## src/rtl/img_pkg.sv

```systemverilog
// Shared image constants and state encoding for the image reader/writer pair.
package img_pkg;

  localparam int unsigned IMG_WIDTH = 24;
  localparam int unsigned IMG_W     = 512;
  localparam int unsigned IMG_H     = 512;
  localparam int unsigned DEPTH     = IMG_W * IMG_H;
  localparam int unsigned ADDR_W    = 18;

  typedef enum logic [1:0] {
    IDLE    = 2'd0,
    CAPTURE = 2'd1,
    FLUSH   = 2'd2
  } img_state_e;

  // Counter width for a range of n values; never returns zero.
  function automatic int unsigned cnt_w(input int unsigned n);
    return (n > 1) ? $clog2(n) : 1;
  endfunction

endpackage

```

## src/rtl/imwrite_if.sv

```systemverilog
// Pixel stream (valid/ready) between the processing pipeline and the frame sink.
interface imwrite_if #(
  parameter int unsigned IMG_WIDTH = img_pkg::IMG_WIDTH
);
  import img_pkg::*;

  logic [IMG_WIDTH-1:0] img_din;
  logic                 img_din_vld;
  logic                 img_din_rdy;

  modport master (output img_din, output img_din_vld, input  img_din_rdy);
  modport slave  (input  img_din, input  img_din_vld, output img_din_rdy);

endinterface

```

## src/rtl/img_raster_cnt.sv

```systemverilog
// Raster position counters: column, line and linear frame-buffer address.
module img_raster_cnt
  import img_pkg::*;
#(
  parameter int unsigned IMG_W  = img_pkg::IMG_W,
  parameter int unsigned IMG_H  = img_pkg::IMG_H,
  parameter int unsigned ADDR_W = img_pkg::ADDR_W
) (
  input  logic              clk,
  input  logic              rst,
  input  logic              clr,
  input  logic              inc,
  output logic [ADDR_W-1:0] addr,
  output logic              eol,
  output logic              eof
);

  localparam int unsigned XW = cnt_w(IMG_W);
  localparam int unsigned YW = cnt_w(IMG_H);

  logic [XW-1:0] x;
  logic [YW-1:0] y;

  assign eol = (x == XW'(IMG_W - 1));
  assign eof = eol && (y == YW'(IMG_H - 1));

  // Advance in raster order; wrap everything to zero after the last pixel.
  always_ff @(posedge clk or posedge rst) begin
    if (rst) begin
      x    <= '0;
      y    <= '0;
      addr <= '0;
    end else if (clr) begin
      x    <= '0;
      y    <= '0;
      addr <= '0;
    end else if (inc) begin
      if (eof) begin
        x    <= '0;
        y    <= '0;
        addr <= '0;
      end else begin
        addr <= addr + 1'b1;
        if (eol) begin
          x <= '0;
          y <= y + 1'b1;
        end else begin
          x <= x + 1'b1;
        end
      end
    end
  end

endmodule

```

## src/rtl/imwrite.sv

```systemverilog
// Frame-capture sink: writes one raster frame of pixels to the frame buffer,
// flags line/frame completion, accumulates a checksum and flags overruns.
module imwrite
  import img_pkg::*;
#(
  parameter int unsigned IMG_WIDTH = img_pkg::IMG_WIDTH,
  parameter int unsigned IMG_W     = img_pkg::IMG_W,
  parameter int unsigned IMG_H     = img_pkg::IMG_H,
  parameter int unsigned ADDR_W    = img_pkg::ADDR_W
) (
  input  logic                 clk,
  input  logic                 rst,
  input  logic                 frame_start,
  imwrite_if.slave             pix,
  output logic                 mem_we,
  output logic [ADDR_W-1:0]    mem_addr,
  output logic [IMG_WIDTH-1:0] mem_wdata,
  output logic                 line_done,
  output logic                 frame_done,
  output logic [31:0]          frame_sum,
  output logic                 busy,
  output logic                 err_overrun
);

  img_state_e        state, state_nxt;
  logic              rdy;
  logic              hs;
  logic              start;
  logic [ADDR_W-1:0] cnt_addr;
  logic              cnt_eol;
  logic              cnt_eof;

  assign hs              = pix.img_din_vld & rdy;
  assign start           = frame_start && (state == IDLE);
  assign pix.img_din_rdy = rdy;

  img_raster_cnt #(
    .IMG_W  (IMG_W),
    .IMG_H  (IMG_H),
    .ADDR_W (ADDR_W)
  ) u_cnt (
    .clk  (clk),
    .rst  (rst),
    .clr  (start),
    .inc  (hs),
    .addr (cnt_addr),
    .eol  (cnt_eol),
    .eof  (cnt_eof)
  );

  // State register.
  always_ff @(posedge clk or posedge rst) begin
    if (rst) state <= IDLE;
    else     state <= state_nxt;
  end

  // Next-state and ready/busy decode.
  always_comb begin
    state_nxt = state;
    rdy       = 1'b0;
    busy      = 1'b0;
    unique case (state)
      IDLE:    if (frame_start) state_nxt = CAPTURE;
      CAPTURE: begin
        rdy  = 1'b1;
        busy = 1'b1;
        if (hs && cnt_eof) state_nxt = FLUSH;
      end
      FLUSH:   state_nxt = IDLE;
      default: state_nxt = IDLE;
    endcase
  end

  // Registered write port, completion pulses, checksum and overrun flag.
  // The final write lands in FLUSH, so frame_done rides with it naturally.
  always_ff @(posedge clk or posedge rst) begin
    if (rst) begin
      mem_we      <= 1'b0;
      mem_addr    <= '0;
      mem_wdata   <= '0;
      line_done   <= 1'b0;
      frame_done  <= 1'b0;
      frame_sum   <= '0;
      err_overrun <= 1'b0;
    end else begin
      mem_we     <= hs;
      line_done  <= hs & cnt_eol;
      frame_done <= hs & cnt_eof;
      if (hs) begin
        mem_addr  <= cnt_addr;
        mem_wdata <= pix.img_din;
        frame_sum <= frame_sum + 32'(pix.img_din);
      end
      if (start) begin
        frame_sum   <= '0;
        err_overrun <= 1'b0;
      end else if (pix.img_din_vld && (state != CAPTURE)) begin
        err_overrun <= 1'b1;
      end
    end
  end

endmodule

```

## src/flat_wrapper.sv

```systemverilog
// flat-port wrapper written by rule: the top's interface ports become plain ports
module imwrite_flat import img_pkg::*;
#(
  parameter int unsigned IMG_WIDTH = img_pkg::IMG_WIDTH,
  parameter int unsigned IMG_W     = img_pkg::IMG_W,
  parameter int unsigned IMG_H     = img_pkg::IMG_H,
  parameter int unsigned ADDR_W    = img_pkg::ADDR_W
)
  (clk, rst, frame_start, mem_we, mem_addr, mem_wdata, line_done, frame_done, frame_sum, busy, err_overrun, pix_img_din, pix_img_din_vld, pix_img_din_rdy);
  imwrite_if #(.IMG_WIDTH(IMG_WIDTH)) pix_i ();
  input  logic clk;
  input  logic rst;
  input  logic frame_start;
  output logic mem_we;
  output logic [ADDR_W-1:0] mem_addr;
  output logic [IMG_WIDTH-1:0] mem_wdata;
  output logic line_done;
  output logic frame_done;
  output logic [31:0] frame_sum;
  output logic busy;
  output logic err_overrun;
  input wire logic [$bits(pix_i.img_din)-1:0] pix_img_din;
  input wire logic [$bits(pix_i.img_din_vld)-1:0] pix_img_din_vld;
  output wire logic [$bits(pix_i.img_din_rdy)-1:0] pix_img_din_rdy;
  assign pix_i.img_din = pix_img_din;
  assign pix_i.img_din_vld = pix_img_din_vld;
  assign pix_img_din_rdy = pix_i.img_din_rdy;
  imwrite #(.IMG_WIDTH(IMG_WIDTH), .IMG_W(IMG_W), .IMG_H(IMG_H), .ADDR_W(ADDR_W)) u_core (.clk(clk), .rst(rst), .frame_start(frame_start), .pix(pix_i), .mem_we(mem_we), .mem_addr(mem_addr), .mem_wdata(mem_wdata), .line_done(line_done), .frame_done(frame_done), .frame_sum(frame_sum), .busy(busy), .err_overrun(err_overrun));
endmodule
```

## config.mk

```make
export PLATFORM = sky130hd
export DESIGN_NAME = imwrite_flat
export DESIGN_NICKNAME = d
export VERILOG_FILES = /design/src/rtl/img_pkg.sv /design/src/rtl/imwrite_if.sv /design/src/rtl/img_raster_cnt.sv /design/src/rtl/imwrite.sv /design/src/flat_wrapper.sv
export SDC_FILE = /design/constraint.sdc
export NUM_CORES = 1
export LEC_CHECK = 0
export ABC_AREA = 1
export CORE_MARGIN = 2
export CORE_UTILIZATION = 56
export CTS_CLUSTER_SIZE = 20
export DETAILED_ROUTE_END_ITERATION = 8
export PLACE_DENSITY = 0.82
export SYNTH_ARGS = -nofsm -noshare
export SYNTH_HDL_FRONTEND = slang
export SYNTH_HIERARCHICAL = 1
export SYNTH_SLANG_ARGS = --single-unit
```

## constraint.sdc

```tcl
create_clock -name clk -period 6.3 [get_ports clk]
set_input_delay 0.945 -clock clk [delete_from_list [all_inputs] [get_ports clk]]
set_output_delay 0.945 -clock clk [all_outputs]
set_load 0.005 [all_outputs]
```

Word level (Yosys, flattened, before mapping)
Cells that the tools add are included.

Input port bits: 28. Output and inout bits: 80. Flip-flop bits (word level): 116.

Add/sub/neg operators: 4. Muxes and demuxes: 19. Eq/ne operators: 6. Reductions and logical operators: 10. Bitwise operators: 3.

Operator list (count): $mux W9 (8); $mux W32 (2); $mux W18 (3); $add A32 B24 Y32 (1); $add A18 B1 Y18 const B (1); $add A9 B1 Y9 const B (2); $eq A9 B9 Y1 const B (2); $logic_and A1 B1 Y1 (4); $mux W2 (2); $ne A2 B1 Y1 const B (2); $pmux W2 S2 (1); $reduce_and A2 Y1 (2); $reduce_bool A2 Y1 (2); $and A1 B1 Y1 (3); $mux W1 (3); $reduce_bool A3 Y1 (1); $eq A2 B1 Y1 const B (1); $logic_not A2 Y1 (1); $ne A2 B2 Y1 const B (1).

Longest topological paths before layout
Gate-level depths: netlist of the first run.

Depth after elaboration: 6. Depth in mapped cells: 15. Depth with buffers taken out: 13.

Cells and area by module
The synthesis of the first run kept the hierarchy.

Modules (own cells, without submodules): imwrite (instances 1, sequential area each 2001.9 um^2, cells each 730, area an instance 4994.8 um^2); img_raster_cnt (instances 1, sequential area each 900.9 um^2, cells each 275, area an instance 2100.8 um^2).

Worst setup path before layout of the first run
Ideal clock, no wire load.

Path kind: in2reg. Start: in pix_img_din_vld. End: reg u_core.u_cnt.x[5]. Data required time: 6.174 ns. Arrival: 2.249 ns. Setup time: 0.126 ns. Stages: 11. Path slack: 3.925 ns. Cell sequence: inv_1 > nor2_4 > buf_4 > buf_2 > buf_2 > nor2_4 > buf_6 > nor2_4 > nand2_2 > o21ai_1 > a21boi_2.

Word-level cells in the longest chain between the ends: 2.

Ends and longest elaborated chain: from (decl) (line flat_wrapper.sv:23) `input wire logic [$bits(pix_i.img_din_vld)-1:0] pix_img_din_vld;`; $and A1 B1 Y1 (line imwrite.sv:33) `assign hs = pix.img_din_vld & rdy;`; net u_core.hs (line imwrite.sv:27) `logic hs;`; $reduce_bool A2 Y1 (no source line); to (signal assigned) (line img_raster_cnt.sv:48) `x <= x + 1'b1;`; to (decl) (line img_raster_cnt.sv:21) `logic [XW-1:0] x;`.

The timed path passes the listed nets, and every way through them passes these cells. A chain may end at the register's enable or synchronous reset.

Worst setup path in the final report of the first run
Start: in pix_img_din_vld. End: reg u_core.frame_sum[4].

Word-level cells in the longest chain between the ends: 2.

Ends and longest elaborated chain: $and A1 B1 Y1 (line imwrite.sv:33); $reduce_bool A2 Y1 (no source line); to (signal assigned) (line imwrite.sv:92) `frame_sum <= frame_sum + 32'(pix.img_din);`; to (decl) (line imwrite.sv:20) `output logic [31:0] frame_sum,`.

No other way between the ends.

==> impl_metrics.sql, run 1 <==
INSERT INTO impl_metrics (metric_group, metric, value, unit) VALUES
('clock_network', 'cts_tree', 'done', ''),
('setup_path', 'worstPathMaxFanout', '78', ''),
('timing', 'setup-violations-final', '0', ''),
('floorplan', 'design.die.area', '0.0136', 'mm2'),
('outcome', 'status', 'completed', ''),
('floorplan', 'design.core.area', '0.0125', 'mm2'),
('setup_path', 'worstSetupEndpointType', 'register', ''),
('detailed_routing', 'met2RoutedLength', '8760', 'um'),
('grt', 'vias_in_the_first_global_route', '6428', ''),
('clock_network', 'clockBufferDepth', '2', ''),
('grt', 'global_route.overflow_total', '0', ''),
('setup_path', 'worst_setup_path_type', 'primary input to register', ''),
('clock_network', 'clk_root_buffer_cell', 'sky130_fd_sc_hd__clkbuf_16', ''),
('yosys', 'ys_seq_area_frac', '0.409', ''),
('detailed_routing', 'antenna_left', '0', ''),
('detailed_routing', 'first_pass_iters', '5', ''),
('detailed_routing', 'routedWlPerCell', '13.6', 'um'),
('setup_path', 'regToRegSetupSlack', '3.39', 'ns'),
('detailed_routing', 'met3RoutedLength', '850', 'um'),
('clock_network', 'cts.repair_timing.setup_buffer_count', '0', ''),
('timing', 'part_of_the_cycle_the_worst_path_needs', '0.538', ''),
('floorplan', 'fp-row-count', '41', ''),
('finish', 'final_layout_size_suffix_gt1_frac', '0.0907', ''),
('timing', 'grt_setup_unrepaired', 'false', ''),
('yosys', 'syn-mean-instance-area', '7.06', 'um2'),
('yosys', 'ys_ff_latch', '116', ''),
('timing', 'timing_max_transition_violations_final', '0', ''),
('finish', 'sequential_cell_area', '0.00290', 'mm2'),
('detailed_routing', 'num_vias', '6594', ''),
('setup_path', 'critPathArrivalTime', '3.69', 'ns'),
('power', 'power_density', '419', 'mW/mm2'),
('yosys', 'synth_cells', '1005', ''),
('grt', 'number_of_antenna_violations_at_the_first_check_in_global_routing', '0', ''),
('detailed_routing', 'met1_length', '7640', 'um'),
('clock_network', 'cts_num_sinks', '116', ''),
('setup_path', 'r2r_start', 'u_core/state[0]', ''),
('placed_design', 'preCtsSetupSlack', '2.52', 'ns'),
('finish', 'layout_net_count', '1170', ''),
('detailed_routing', 'detailedRoute.firstIterationViolations', '391', ''),
('yosys', 'unique_masters_post_synth', '43', ''),
('timing', 'final.setup_skew', '0.00892', 'ns'),
('finish', 'multiInputGateArea', '0.00355', 'mm2'),
('detailed_routing', 'totalWireLength', '17700', 'um'),
('placed_design', 'input_output_buffers', '107', ''),
('placed_design', 'gp_congestion', '0.952', ''),
('yosys', 'netlist.top_cell.by_area', 'sky130_fd_sc_hd__dfrtp_1', ''),
('yosys', 'synth_warnings', '6', ''),
('grt', 'first_pass_grt_wire_length', '29500', 'um'),
('clock_network', 'number_of_hold_repair_buffers_added_at_the_cts_stage', '0', ''),
('yosys', 'synthesis.nets', '1063', ''),
('timing', 'finalWorstPathRequiredPeriod', '3.39', 'ns'),
('timing', 'timing.final.hold_violations', '0', ''),
('detailed_routing', 'routed.top_layer', 'met4', ''),
('yosys', 'synthDominantCellAreaShare', '0.409', ''),
('timing', 'fin_setup_tns', '0', 'ns'),
('setup_path', 'timing.critical_path.from_type', 'primary input', ''),
('power', 'vdd.ir_drop.worst', '265', 'uV'),
('min_path', 'min-delay-start', 'u_core/mem_wdata[15]', ''),
('clock_network', 'tritoncts.num_buffers', '17', ''),
('finish', 'insertedDiodeCount', '0', ''),
('floorplan', 'floorplan.die.width', '117', 'um'),
('job', 'max-cap-violations', '0', ''),
('power', 'power.leakage', '4.71', 'nW'),
('timing', 'achievable-frequency', '295', 'MHz'),
('timing', 'slew_headroom', '0.289', ''),
('grt', 'grt_use_total', '0.277', ''),
('min_path', 'holdPathStages', '2', ''),
('placed_design', 'dp_hpwl', '12100', 'um'),
('grt', 'pin_count_of_the_biggest_net_entering_global_routing', '79', ''),
('timing', 'slew_worst_pin', '1.06', 'ns'),
('clock_network', 'cts_repair_resize_count', '0', '');
## worst max-delay path, cell delays in order
cell,delay [ns]
sky130_fd_sc_hd__clkdlybuf4s50_1,0.48
sky130_fd_sc_hd__inv_1,0.07
sky130_fd_sc_hd__nor2_4,0.09
sky130_fd_sc_hd__buf_4,0.66
sky130_fd_sc_hd__inv_2,0.66
sky130_fd_sc_hd__nand2_1,0.22
sky130_fd_sc_hd__inv_2,0.23
sky130_fd_sc_hd__a32o_1,0.28
## state kept, by name (all words and copies together) (netlist names)
register and flops:
u_core/frame_sum 32, u_core/mem_wdata 24, u_core/mem_addr 18, u_core/u_cnt/addr 18, u_core/u_cnt/x 9, u_core/u_cnt/y 9
u_core/state 2, u_core/err_overrun 1, u_core/frame_done 1, u_core/line_done 1, u_core/mem_we 1
## worst max path at each step
stage / startpoint / depth (start not counted) / endpoint / slack [ns]
4_1_cts: pix_img_din_vld / 8 / u_core/frame_sum[4] / 2.94
5_1_grt: pix_img_din_vld / 8 / u_core/frame_sum[4] / 2.70
6_report: pix_img_din_vld / 8 / u_core/frame_sum[4] / 2.91
3_3_place_gp: pix_img_din_vld / 8 / u_core/frame_sum[4] / 2.55
2_1_floorplan: rst / 1 / u_core/err_overrun / 3.30
3_5_place_dp: pix_img_din_vld / 8 / u_core/frame_sum[4] / 2.52
## kinds of logic (layout without fill, tap and decap cells)
family / after synthesis / after routing / share of synthesized area
simple gates: 603 / 603 / 0.365
buf+inv: 158 / 277 / 0.0905
flops: 116 / 116 / 0.409
compound gates: 96 / 96 / 0.0786
fa+ha+maj: 30 / 30 / 0.0540
xor+xnor: 2 / 2 / 0.00247
## power by group
group	switching (mW)	internal, mW
logic	0.908	0.688
registers	0.204	0.964
clock network	0.326	0.628
total	1.44	2.28
## per-stage QoR
step                total power [mW]  instance area [um2]  utilization  hold WS [ns]  instances
floorplan                       2.14                 7100            -         0.446       1005
global placement                2.69                 8270        0.661         0.452       1265
detailed placement              2.74                 8270        0.661         0.457       1265
CTS                             3.73                 8870        0.709         0.470       1296
global route                    4.00                 8870        0.709         0.489       1296
finish                          3.72                 8870        0.709         0.465       1296
## layer usage
metal | vias up | GRT usage
li1 | 3335 | -
met4 | 0 | 0.123
met3 | 33 | 0.0514
met2 | 195 | 0.474
met5 | - | 0
met1 | 3031 | 0.344
## layout by cell type (no fill, tap or decap), types with 2 or more instances in the layout
master                              n
sky130_fd_sc_hd__or2_2              2
sky130_fd_sc_hd__bufinv_16          2
sky130_fd_sc_hd__clkinv_2           6
sky130_fd_sc_hd__o21bai_1           3
sky130_fd_sc_hd__or2_1              2
sky130_fd_sc_hd__nor2_2             9
sky130_fd_sc_hd__a211oi_1           2
sky130_fd_sc_hd__a22o_1             2
sky130_fd_sc_hd__nor3b_1            2
sky130_fd_sc_hd__nand3b_1           5
sky130_fd_sc_hd__a32o_1             3
sky130_fd_sc_hd__nor2b_1            2
sky130_fd_sc_hd__inv_1            126
sky130_fd_sc_hd__nand2_4            2
sky130_fd_sc_hd__o21ai_1            7
sky130_fd_sc_hd__dfrtp_1          116
sky130_fd_sc_hd__nor2_1            85
sky130_fd_sc_hd__nand3_1           40
sky130_fd_sc_hd__o21ai_0           21
sky130_fd_sc_hd__nor3_2             3
sky130_fd_sc_hd__clkbuf_16         17
sky130_fd_sc_hd__ha_1              29
sky130_fd_sc_hd__nor2_4             5
sky130_fd_sc_hd__buf_4              3
sky130_fd_sc_hd__nand2_2           21
sky130_fd_sc_hd__nand3_2            5
sky130_fd_sc_hd__nor3_1            16
sky130_fd_sc_hd__a21oi_2            8
sky130_fd_sc_hd__clkbuf_8           5
sky130_fd_sc_hd__nand4_1            5
sky130_fd_sc_hd__inv_2              9
sky130_fd_sc_hd__a21oi_1           46
sky130_fd_sc_hd__clkdlybuf4s50_1  107
sky130_fd_sc_hd__nand2_1          395
## Yosys cell counts (all sizes together)
cell type	instances
nand2	418
inv	136
dfrtp	116
nor2	100
a21oi	54
nand3	45
ha	29
o21ai	28
buf	21
nor3	19
nand3b	5
nand4	5
or2	5
a32o	3
o21bai	3
a211oi	2
a21boi	2
a22o	2
nor2b	2
nor3b	2
a31oi	1
and2	1
and2b	1
clkbuf	1
fa	1
o31ai	1
xnor2	1
xor2	1
## area by class of cell
type,instances,area share
well taps,172,0.0243
flip-flops and latches,116,0.327
multi-input cells,731,0.400
repair buffers,110,0.123
clock inverters,9,0.0114
clock buffers,22,0.0557
inverters,136,0.0577
Note: power is estimated with default switching activity, not from simulation.
==> run 2: changes to the inputs <==
Settings changed: CORE_UTILIZATION 56 to 55, PLACE_DENSITY 0.82 to 0.81.
Clock period 6.3 ns to 3.32 ns, I/O delays scaled along.
==> impl_metrics.sql, run 2 (synthesis results as in run 1) <==
INSERT INTO impl_metrics (metric_group, metric, value, unit) VALUES
('timing', 'slew_headroom', '0.555', ''),
('power', 'vdd.ir_drop.worst', '401', 'uV'),
('min_path', 'min-delay-path-class', 'primary input to asynchronous set/reset pin', ''),
('power', 'power.leakage', '4.72', 'nW'),
('clock_network', 'tritoncts.num_buffers', '17', ''),
('clock_network', 'clkLatencyLatePin', '0.42', 'ns'),
('power', 'power_switching_share', '0.387', ''),
('clock_network', 'cts_tree', 'done', ''),
('setup_path', 'critPathArrivalTime', '2.58', 'ns'),
('placed_design', 'input_output_buffers', '107', ''),
('timing', 'timing_max_transition_violations_final', '0', ''),
('timing', 'achievable-frequency', '438', 'MHz'),
('clock_network', 'clk_root_buffer_cell', 'sky130_fd_sc_hd__clkbuf_16', ''),
('power', 'netSwitchingPower', '2.71', 'mW'),
('timing', 'fin_setup_tns', '0', 'ns'),
('placed_design', 'preCtsSetupSlack', '0.711', 'ns'),
('grt', 'pin_count_of_the_biggest_net_entering_global_routing', '57', ''),
('power', 'power.share.sequential', '0.315', ''),
('finish', 'largest_register_ffs', '32', ''),
('grt', 'first_pass_grt_wire_length', '30100', 'um'),
('placed_design', 'gp_congestion', '0.919', ''),
('finish', 'layout_common_cells', '395 x sky130_fd_sc_hd__nand2_1, 126 x sky130_fd_sc_hd__inv_1, 116 x sky130_fd_sc_hd__dfrtp_1, 107 x sky130_fd_sc_hd__clkdlybuf4s50_1, 85 x sky130_fd_sc_hd__nor2_1', ''),
('clock_network', 'cts.repair_timing.setup_buffer_count', '0', ''),
('finish', 'areaGrowthSynthToFinish', '25.2', '%'),
('finish', 'register_bank_with_the_most_flops', 'u_core/frame_sum', ''),
('timing', 'setup-violations-final', '0', ''),
('setup_path', 'timing.critical_path.from_type', 'register', ''),
('floorplan', 'design.core.area', '0.0126', 'mm2'),
('placed_design', 'numPlacedInstances', '1270', ''),
('detailed_routing', 'route.detailed.drc', '0', ''),
('power', 'internal-power', '4.29', 'mW'),
('floorplan', 'fp-row-count', '41', ''),
('clock_network', 'cts_num_sinks', '116', ''),
('timing', 'slew_worst_pin', '0.667', 'ns'),
('detailed_routing', 'first_pass_iters', '5', ''),
('detailed_routing', 'antenna_left', '0', ''),
('power', 'combinationalPowerShare', '0.435', ''),
('floorplan', 'design.die.area', '0.0138', 'mm2'),
('grt', 'global_route.overflow_total', '0', ''),
('clock_network', 'clk_pin_slew', '0.05', 'ns'),
('detailed_routing', 'totalWireLength', '17800', 'um'),
('outcome', 'status', 'completed', ''),
('power', 'power_density', '788', 'mW/mm2'),
('power', 'clock_power_share', '0.250', ''),
('finish', 'layout.core_utilization', '0.704', ''),
('finish', 'layout_net_count', '1175', ''),
('grt', 'grt_use_total', '0.267', ''),
('clock_network', 'cts_repair_resize_count', '0', ''),
('timing', 'finalWorstPathRequiredPeriod', '2.28', 'ns'),
('detailed_routing', 'num_vias', '6739', ''),
('finish', 'final_common_cell', 'sky130_fd_sc_hd__nand2_1', ''),
('grt', 'number_of_antenna_violations_at_the_first_check_in_global_routing', '0', ''),
('grt', 'vias_in_the_first_global_route', '6374', ''),
('timing', 'part_of_the_cycle_the_worst_path_needs', '0.687', ''),
('finish', 'largest_registers', 'u_core/frame_sum: 32 flops, u_core/mem_wdata: 24 flops', ''),
('detailed_routing', 'post_drt_via_cell_ratio', '5.18', ''),
('finish', 'fillCellCount', '1057', ''),
('detailed_routing', 'detailedRoute.firstIterationViolations', '471', ''),
('job', 'max-cap-violations', '0', ''),
('finish', 'number_of_non_filler_instances_in_the_completed_layout', '1300', ''),
('timing', 'grt_setup_unrepaired', 'false', ''),
('finish', 'final_layout_size_suffix_gt1_frac', '0.0895', ''),
('timing', 'final.setup_skew', '0.00740', 'ns'),
('clock_network', 'cts_max_level', '4', ''),
('timing', 'setup_slack', '1.04', 'ns'),
('setup_path', 'worstSetupEndpointType', 'register', ''),
('timing', 'timing.final.hold_violations', '0', ''),
('floorplan', 'floorplan.die.height', '118', 'um'),
('setup_path', 'worstPathRequired', '3.62', 'ns'),
('floorplan', 'initial_utilization', '0.562', ''),
('setup_path', 'regToRegSetupSlack', '1.04', 'ns'),
('floorplan', 'floorplan.die.width', '118', 'um'),
('floorplan', 'design.portCount', '108', ''),
('setup_path', 'worst_setup_path_type', 'register to register', ''),
('detailed_routing', 'routedWlPerCell', '13.7', 'um'),
('finish', 'insertedDiodeCount', '0', ''),
('clock_network', 'number_of_hold_repair_buffers_added_at_the_cts_stage', '0', ''),
('setup_path', 'worstPathMaxFanout', '12', ''),
('clock_network', 'clockBufferDepth', '2', ''),
('placed_design', 'dp_hpwl', '12600', 'um');
==> run 2: cell types whose count changed in the layout (fill, tap and decap cells not counted) <==
cell / before / now
sky130_fd_sc_hd__buf_12: 0 / 1
sky130_fd_sc_hd__clkinvlp_4: 1 / 0
sky130_fd_sc_hd__clkinv_2: 6 / 4
sky130_fd_sc_hd__clkbuf_8: 5 / 3
sky130_fd_sc_hd__clkbuf_1: 0 / 5
sky130_fd_sc_hd__clkinv_4: 1 / 0
sky130_fd_sc_hd__buf_4: 3 / 7
==> run 2: layout make-up <==
| class | count | area [um2] | area share |
|---|---|---|---|
| clock inverter | 5 | 75.1 | 0.00845 |
| tap | 172 | 215 | 0.0242 |
| sequential | 116 | 2900 | 0.327 |
| inverter | 136 | 512 | 0.0576 |
| timing repair buffer | 115 | 1140 | 0.129 |
| clock buffer | 25 | 485 | 0.0546 |
| multi-input combinational | 731 | 3550 | 0.400 |
==> run 2: per-stage QoR <==
| stage | total power [mW] | hold WS (ns) | cell area, um2 |
|---|---|---|---|
| 2_1_floorplan | 4.06 | 0.446 | 7100 |
| 3_3_place_gp | 5.14 | 0.453 | 8320 |
| 3_5_place_dp | 5.22 | 0.458 | 8320 |
| 4_1_cts | 7.00 | 0.470 | 8880 |
| 5_1_grt | 7.51 | 0.490 | 8880 |
| 6_report | 7.00 | 0.466 | 8880 |
==> run 2: worst paths after layout <==
check	from	end	depth (start not counted)
worst min register to register	u_core/mem_wdata[19]	u_core/mem_wdata[19]	2
worst min-delay path	rst	u_core/mem_wdata[4]	2
max in group asynchronous	rst	u_core/mem_addr[3]	3
worst max-delay path	u_core/u_cnt/x[0]	u_core/u_cnt/addr[5]	13
min in group clk	u_core/mem_wdata[19]	u_core/mem_wdata[19]	2
worst max register to register	u_core/u_cnt/x[0]	u_core/u_cnt/addr[5]	13
==> run 2: power groups by stage <==
stage / clock [mW] / sequential (mW) / combinational [mW]
3_5_place_dp: 0 / 2.22 / 3.00
4_1_cts: 1.78 / 2.20 / 3.02
2_1_floorplan: 0 / 2.16 / 1.90
5_1_grt: 1.84 / 2.27 / 3.40
6_report: 1.75 / 2.21 / 3.05
3_3_place_gp: 0 / 2.21 / 2.93
==> run 2: worst max-delay path: stages (launching register included) <==
cell                      delay, ns
sky130_fd_sc_hd__dfrtp_1       0.40
sky130_fd_sc_hd__ha_1          0.16
sky130_fd_sc_hd__inv_1         0.06
sky130_fd_sc_hd__nor3_1        0.30
sky130_fd_sc_hd__nand2_1       0.08
sky130_fd_sc_hd__nor2_1        0.10
sky130_fd_sc_hd__ha_1          0.25
sky130_fd_sc_hd__nand2_1       0.07
sky130_fd_sc_hd__inv_1         0.08
sky130_fd_sc_hd__nor2_2        0.05
sky130_fd_sc_hd__nor2_4        0.23
sky130_fd_sc_hd__inv_2         0.18
sky130_fd_sc_hd__o21ai_1       0.13
sky130_fd_sc_hd__nor2_1        0.05
==> run 2: routing by layer <==
metal  up-vias  track usage  routed length [um]
li1       3352            -                   -
met4         0        0.118                 500
met5         -            0                   0
met1      3133        0.347                7770
met3        34       0.0494                1040
met2       220        0.438                8490
